`config.mk`:
```
export PLATFORM = sky130hd
export DESIGN_NAME = invntt_gs_addsub
export DESIGN_NICKNAME = d
export VERILOG_FILES = /design/src/rtl/invntt_gs_addsub.sv
export SDC_FILE = /design/constraint.sdc
export NUM_CORES = 1
export LEC_CHECK = 0
export CAP_MARGIN = 40
export CORE_ASPECT_RATIO = 0.8
export CORE_UTILIZATION = 55
export CTS_BUF_LIST = sky130_fd_sc_hd__clkbuf_4 sky130_fd_sc_hd__clkbuf_8 sky130_fd_sc_hd__clkbuf_16
export DETAILED_ROUTE_END_ITERATION = 7
export GPL_ROUTABILITY_DRIVEN = 0
export HOLD_SLACK_MARGIN = 0.02
export PLACE_DENSITY = 0.83
export SYNTH_ARGS = -nofsm -noshare
export SYNTH_HDL_FRONTEND = slang
export SYNTH_SLANG_ARGS = --single-unit
```
`constraint.sdc`:
```
create_clock -name clk -period 9.8 [get_ports clk]
set_input_delay 2.94 -clock clk [delete_from_list [all_inputs] [get_ports clk]]
set_output_delay 2.94 -clock clk [all_outputs]
set_load 0.02 [all_outputs]
```
`src/rtl/invntt_gs_addsub.sv`:
```
// rtl/invntt_gs_addsub.sv - Gentleman-Sande add/sub stage feeding the inverse-NTT halving unit
// Optional build macro: INVNTT_RANGE_CHK_EN (sticky o_err on out-of-range accepted inputs).
module invntt_gs_addsub #(
  parameter int WID   = 12,
  parameter int Q     = 3329,
  parameter int NPAIR = 128,
  parameter int CW    = 7
) (
  input  logic           clk,
  input  logic           rst,
  input  logic           i_start,
  input  logic           i_vld,
  output logic           o_rdy,
  input  logic [WID-1:0] i_a,
  input  logic [WID-1:0] i_b,
  output logic           o_vld,
  output logic [WID-1:0] o_sum,
  output logic [WID-1:0] o_diff,
  output logic           o_half_vld,
  output logic           o_busy,
  output logic           o_done,
  output logic           o_err
);

  typedef enum logic [1:0] {IDLE, RUN, DRAIN} state_t;

  localparam logic [WID:0] QW   = Q[WID:0];
  localparam logic [CW-1:0] LAST = CW'(NPAIR - 1);

  state_t         state, state_nxt;
  logic [CW-1:0]  cnt;
  logic           vld_d1;
  logic           accept;
  logic           last_half;
  logic [WID:0]   s_full, d_full;
  logic [WID-1:0] sum_w, diff_w;

  assign accept = i_vld & o_rdy;

  assign s_full = {1'b0, i_a} + {1'b0, i_b};
  assign d_full = {1'b0, i_a} - {1'b0, i_b};
  assign sum_w  = WID'((s_full >= QW) ? s_full - QW : s_full);
  // MSB of the WID+1-bit difference is the borrow, i.e. a<b
  assign diff_w = WID'(d_full[WID] ? d_full + QW : d_full);

  // Last halved result: nothing younger is left in the 2-stage tail
  assign last_half = o_half_vld & ~vld_d1 & ~o_vld;

  always_ff @(posedge clk) begin
    if (!rst) begin
      state <= IDLE;
    end else begin
      state <= state_nxt;
    end
  end

  always_comb begin
    state_nxt = state;
    o_rdy     = 1'b0;
    o_busy    = 1'b0;
    o_done    = 1'b0;
    case (state)
      IDLE: begin
        if (i_start) state_nxt = RUN;
      end
      RUN: begin
        o_rdy  = 1'b1;
        o_busy = 1'b1;
        if (accept && cnt == LAST) state_nxt = DRAIN;
      end
      DRAIN: begin
        o_busy = 1'b1;
        if (last_half) begin
          o_done    = 1'b1;
          state_nxt = IDLE;
        end
      end
      default: state_nxt = IDLE;
    endcase
  end

  always_ff @(posedge clk) begin
    if (!rst) begin
      cnt <= '0;
    end else if (state == IDLE && i_start) begin
      cnt <= '0;
    end else if (accept) begin
      cnt <= cnt + 1'b1;
    end
  end

  always_ff @(posedge clk) begin
    if (!rst) begin
      o_vld      <= 1'b0;
      o_sum      <= '0;
      o_diff     <= '0;
      vld_d1     <= 1'b0;
      o_half_vld <= 1'b0;
    end else begin
      o_vld      <= accept;
      vld_d1     <= o_vld;
      o_half_vld <= vld_d1;
      if (accept) begin
        o_sum  <= sum_w;
        o_diff <= diff_w;
      end
    end
  end

`ifdef INVNTT_RANGE_CHK_EN
  always_ff @(posedge clk) begin
    if (!rst) begin
      o_err <= 1'b0;
    end else if (accept && (({1'b0, i_a} >= QW) || ({1'b0, i_b} >= QW))) begin
      o_err <= 1'b1;
    end
  end
`else
  assign o_err = 1'b0;
`endif

endmodule
```
==> flow_summary.toml <==
[clock_tree]
path_clk_slew_ps = 70
cts_setup_buffers = 0
ctsHtreeMaxLevel = 2
cts_resized = 0
cts_hold_buf = 0
cts_root_buf = "clkbuf_8"
clock_latency_ps = 290
clock_sinks = 36
clockBufferDepth = 2
tritoncts = "done"
cts_buffers = 5

[synthesis]
synth_edf_count = 0
synth_common_cells = "41 x nor2_1, 36 x dfxtp_1, 32 x ha_1"
ys_ff_latch = 36
synth_area_leaders = "dfxtp_1 21%, ha_1 12%, xnor2_1 5.7%"
ys_warn_count = 0
yosysUniqueCellTypes = 70
synthesis.area_sq_um = 3362
synthCells = 422
synthArstFlopShare_pct = 0
yosys.area.top_type_share_pct = 21.44
ys.flop_type = "dfxtp_1"
syn_nets = 484
yosys.area.top_type = "dfxtp_1"
syn_avg_cell_area_sq_um = 7.967
synth.most_common_cell = "nor2_1"
ys_seq_area_share_pct = 21.44

[setup_path]
path_cells = "clkdlybuf4s50_1 > inv_1 > ha_1 > nor2b_1 > o21ai_0 > xnor2_1 > and3_1 > nand4b_2 > a311oi_4 > or2_1 > o311ai_2"
r2r_cells = 9
crit_type = "in -> reg"
end_kind = "flop"
rrSetupSlack_ps = 7370
crit_end = "o_sum[8]"
crit_start = "i_b[1]"
path_buf_inv = 2
cp_data_arrival_time_ps = 6350
path_depth = 11
worstPathRequired_ps = 9960
cp_max_fo = 13
r2r-end = "o_sum[7]"
rr_startpoint = "state[1]"
cpMaxStageDelayCell = "a311oi_4"
crit_path_start_kind = "input port"
crit_family = "simple AND/OR/NAND/NOR gates"
cp_slowest_stage_delay_ps = 610

[detailed_routing]
wirelength_um = 8061
antenna_left = 0
drt-wirelength-per-cell_um = 14.79
viasPerCell = 5.936
dr.first_iter.drc_count = 237
vias = 3235
drc = 0
drtPass1Iterations = 5

[final_layout]
fin_cells = 545
num-fill-cells = 497
drive_gt1_share_pct = 6.681
fin_nets = 525
antenna_cells = 0
regArea_sq_um = 720.7
multi_input_area_sq_um = 2425
area_growth_pct = 19.39

[timing]
relSlewSlack_pct = 40.08
tightest_slew_ps = 898.8
hold_slack_ps = 460.4
period_needed_ps = 6192
timing_hold_violations_final = 0
setup_viol = 0
post-route-period-util_pct = 63.19
clock_skew_ps = 3.903
rsz0062_at_grt = "false"
finalMaxSlewViolations = 0
fin_setup_tns_ps = 0
max_freq_mhz = 161.5

[power]
peakVddDrop_v = 0.00006395
seqPwrFrac_pct = 28.7
p_sw_mw = 0.2706
switching_share_pct = 41.49
leakagePower_nw = 1.567
power.density_nw_per_um2 = 162.5
p_int_mw = 0.3815
comb_power_share_pct = 53.5
pwr-share-clk_pct = 17.7

[die]
core-area_sq_um = 5912
die_h_um = 71.93
num_rows = 25
dieArea_sq_um = 6431
pin_count = 58
initial_core_util_pct = 56.87
die_x_um = 89.41

[grt]
grt_max_degree = 36
grt_overflow_total = 0
grt_pass1_vias = 2959
grt_antenna_before_repair = 0
grt_pass1_wl_um = 13610
gr-usage-all-layers_pct = 26.69

[place]
port_buffers = 56
dp.cells = 537
hpwl_um = 6374

[worst_hold_path]
holdCritPathClass = "reg -> reg"

[flow_run]
max_cap_viol_count = 0

[status]
outcome = "complete, no violations"
[kinds of logic after synthesis]
| kind of cell | after synthesis | synth area share, % |
|---|---|---|
| simple gates | 150 | 24.04 |
| compound gates | 112 | 24.41 |
| buf+inv | 50 | 6.438 |
| flops | 36 | 21.44 |
| xor+xnor | 35 | 9.118 |
| fa+ha+maj | 34 | 13.10 |
| mux | 4 | 1.340 |
| other cells | 1 | 0.1115 |
[area by class of cell]
class	instances	share of cell area, %
clock buffers	7	2.244
clock inverters	1	0.1870
inverters	27	2.525
multi-input cells	336	60.41
flip-flops and latches	36	17.96
well taps	81	2.525
repair buffers	57	14.15
[worst min-delay path by stage]
stage | slack, ps | start | cells past startpoint | to
global route | 490 | vld_d1 | 1 | o_half_vld
global placement | 440 | vld_d1 | 1 | o_half_vld
detailed placement | 450 | o_diff[7] | 2 | o_diff[7]
finish | 460 | o_diff[7] | 2 | o_diff[7]
CTS | 460 | o_diff[7] | 2 | o_diff[7]
floorplan | 420 | vld_d1 | 1 | o_half_vld
[metrics by stage]
stage               setup slack [ps]  utilization [%]  instance area, sq um  total power, mW
finish                          3608            67.89                  4014           0.6521
global route                    3332            67.89                  4014           0.6944
CTS                             3637            67.89                  4014           0.6499
detailed placement              3341            66.24                  3916           0.5360
global placement                3400            66.24                  3916           0.5271
floorplan                       4264                -                  3362           0.4329
[metal layers]
layer | part of all wire (%) | global-route usage (%)
met1 | 46 | 37.12
met2 | 46 | 43.60
met3 | 6.8 | 4.209
met4 | 1.2 | 5.996
met5 | 0 | 0
[flip-flops by register name, summed over array words and instances (netlist names)]
signal	count
cnt	7
o_diff	12
o_half_vld	1
o_sum	12
o_vld	1
state	2
vld_d1	1
[placed cells by master (no fill, tap or decap), drive strengths merged, types with 7 or more instances in the layout]
cell	Yosys	final
clkdlybuf4s50	0	56
and2	7	7
xnor2	22	22
nand3	10	10
clkbuf	11	7
nand2	29	29
o21ai	25	25
nor3	9	9
ha	32	32
nor2	42	42
a31oi	7	7
inv	27	27
xor2	13	13
a21oi	14	14
nor2b	9	9
a211oi	15	15
dfxtp	36	36
[power by group through the flow]
stage	clock (mW)	combinational, mW	sequential, mW
4_1_cts	0.116	0.347	0.187
6_report	0.116	0.349	0.187
2_1_floorplan	0	0.218	0.215
3_5_place_dp	0	0.346	0.190
5_1_grt	0.122	0.382	0.190
3_3_place_gp	0	0.337	0.190
[worst register-to-register path: cells and delay by family, from the launching register on]
family | cells | cell delay, ps
flip-flops | 1 | 330
adder cells (fa/ha/maj) | 1 | 240
AO/OA/AOI/OAI | 1 | 150
buffers and inverters | 3 | 760
AND/OR/NAND/NOR | 4 | 900
Power figures use the tool's default switching activity.
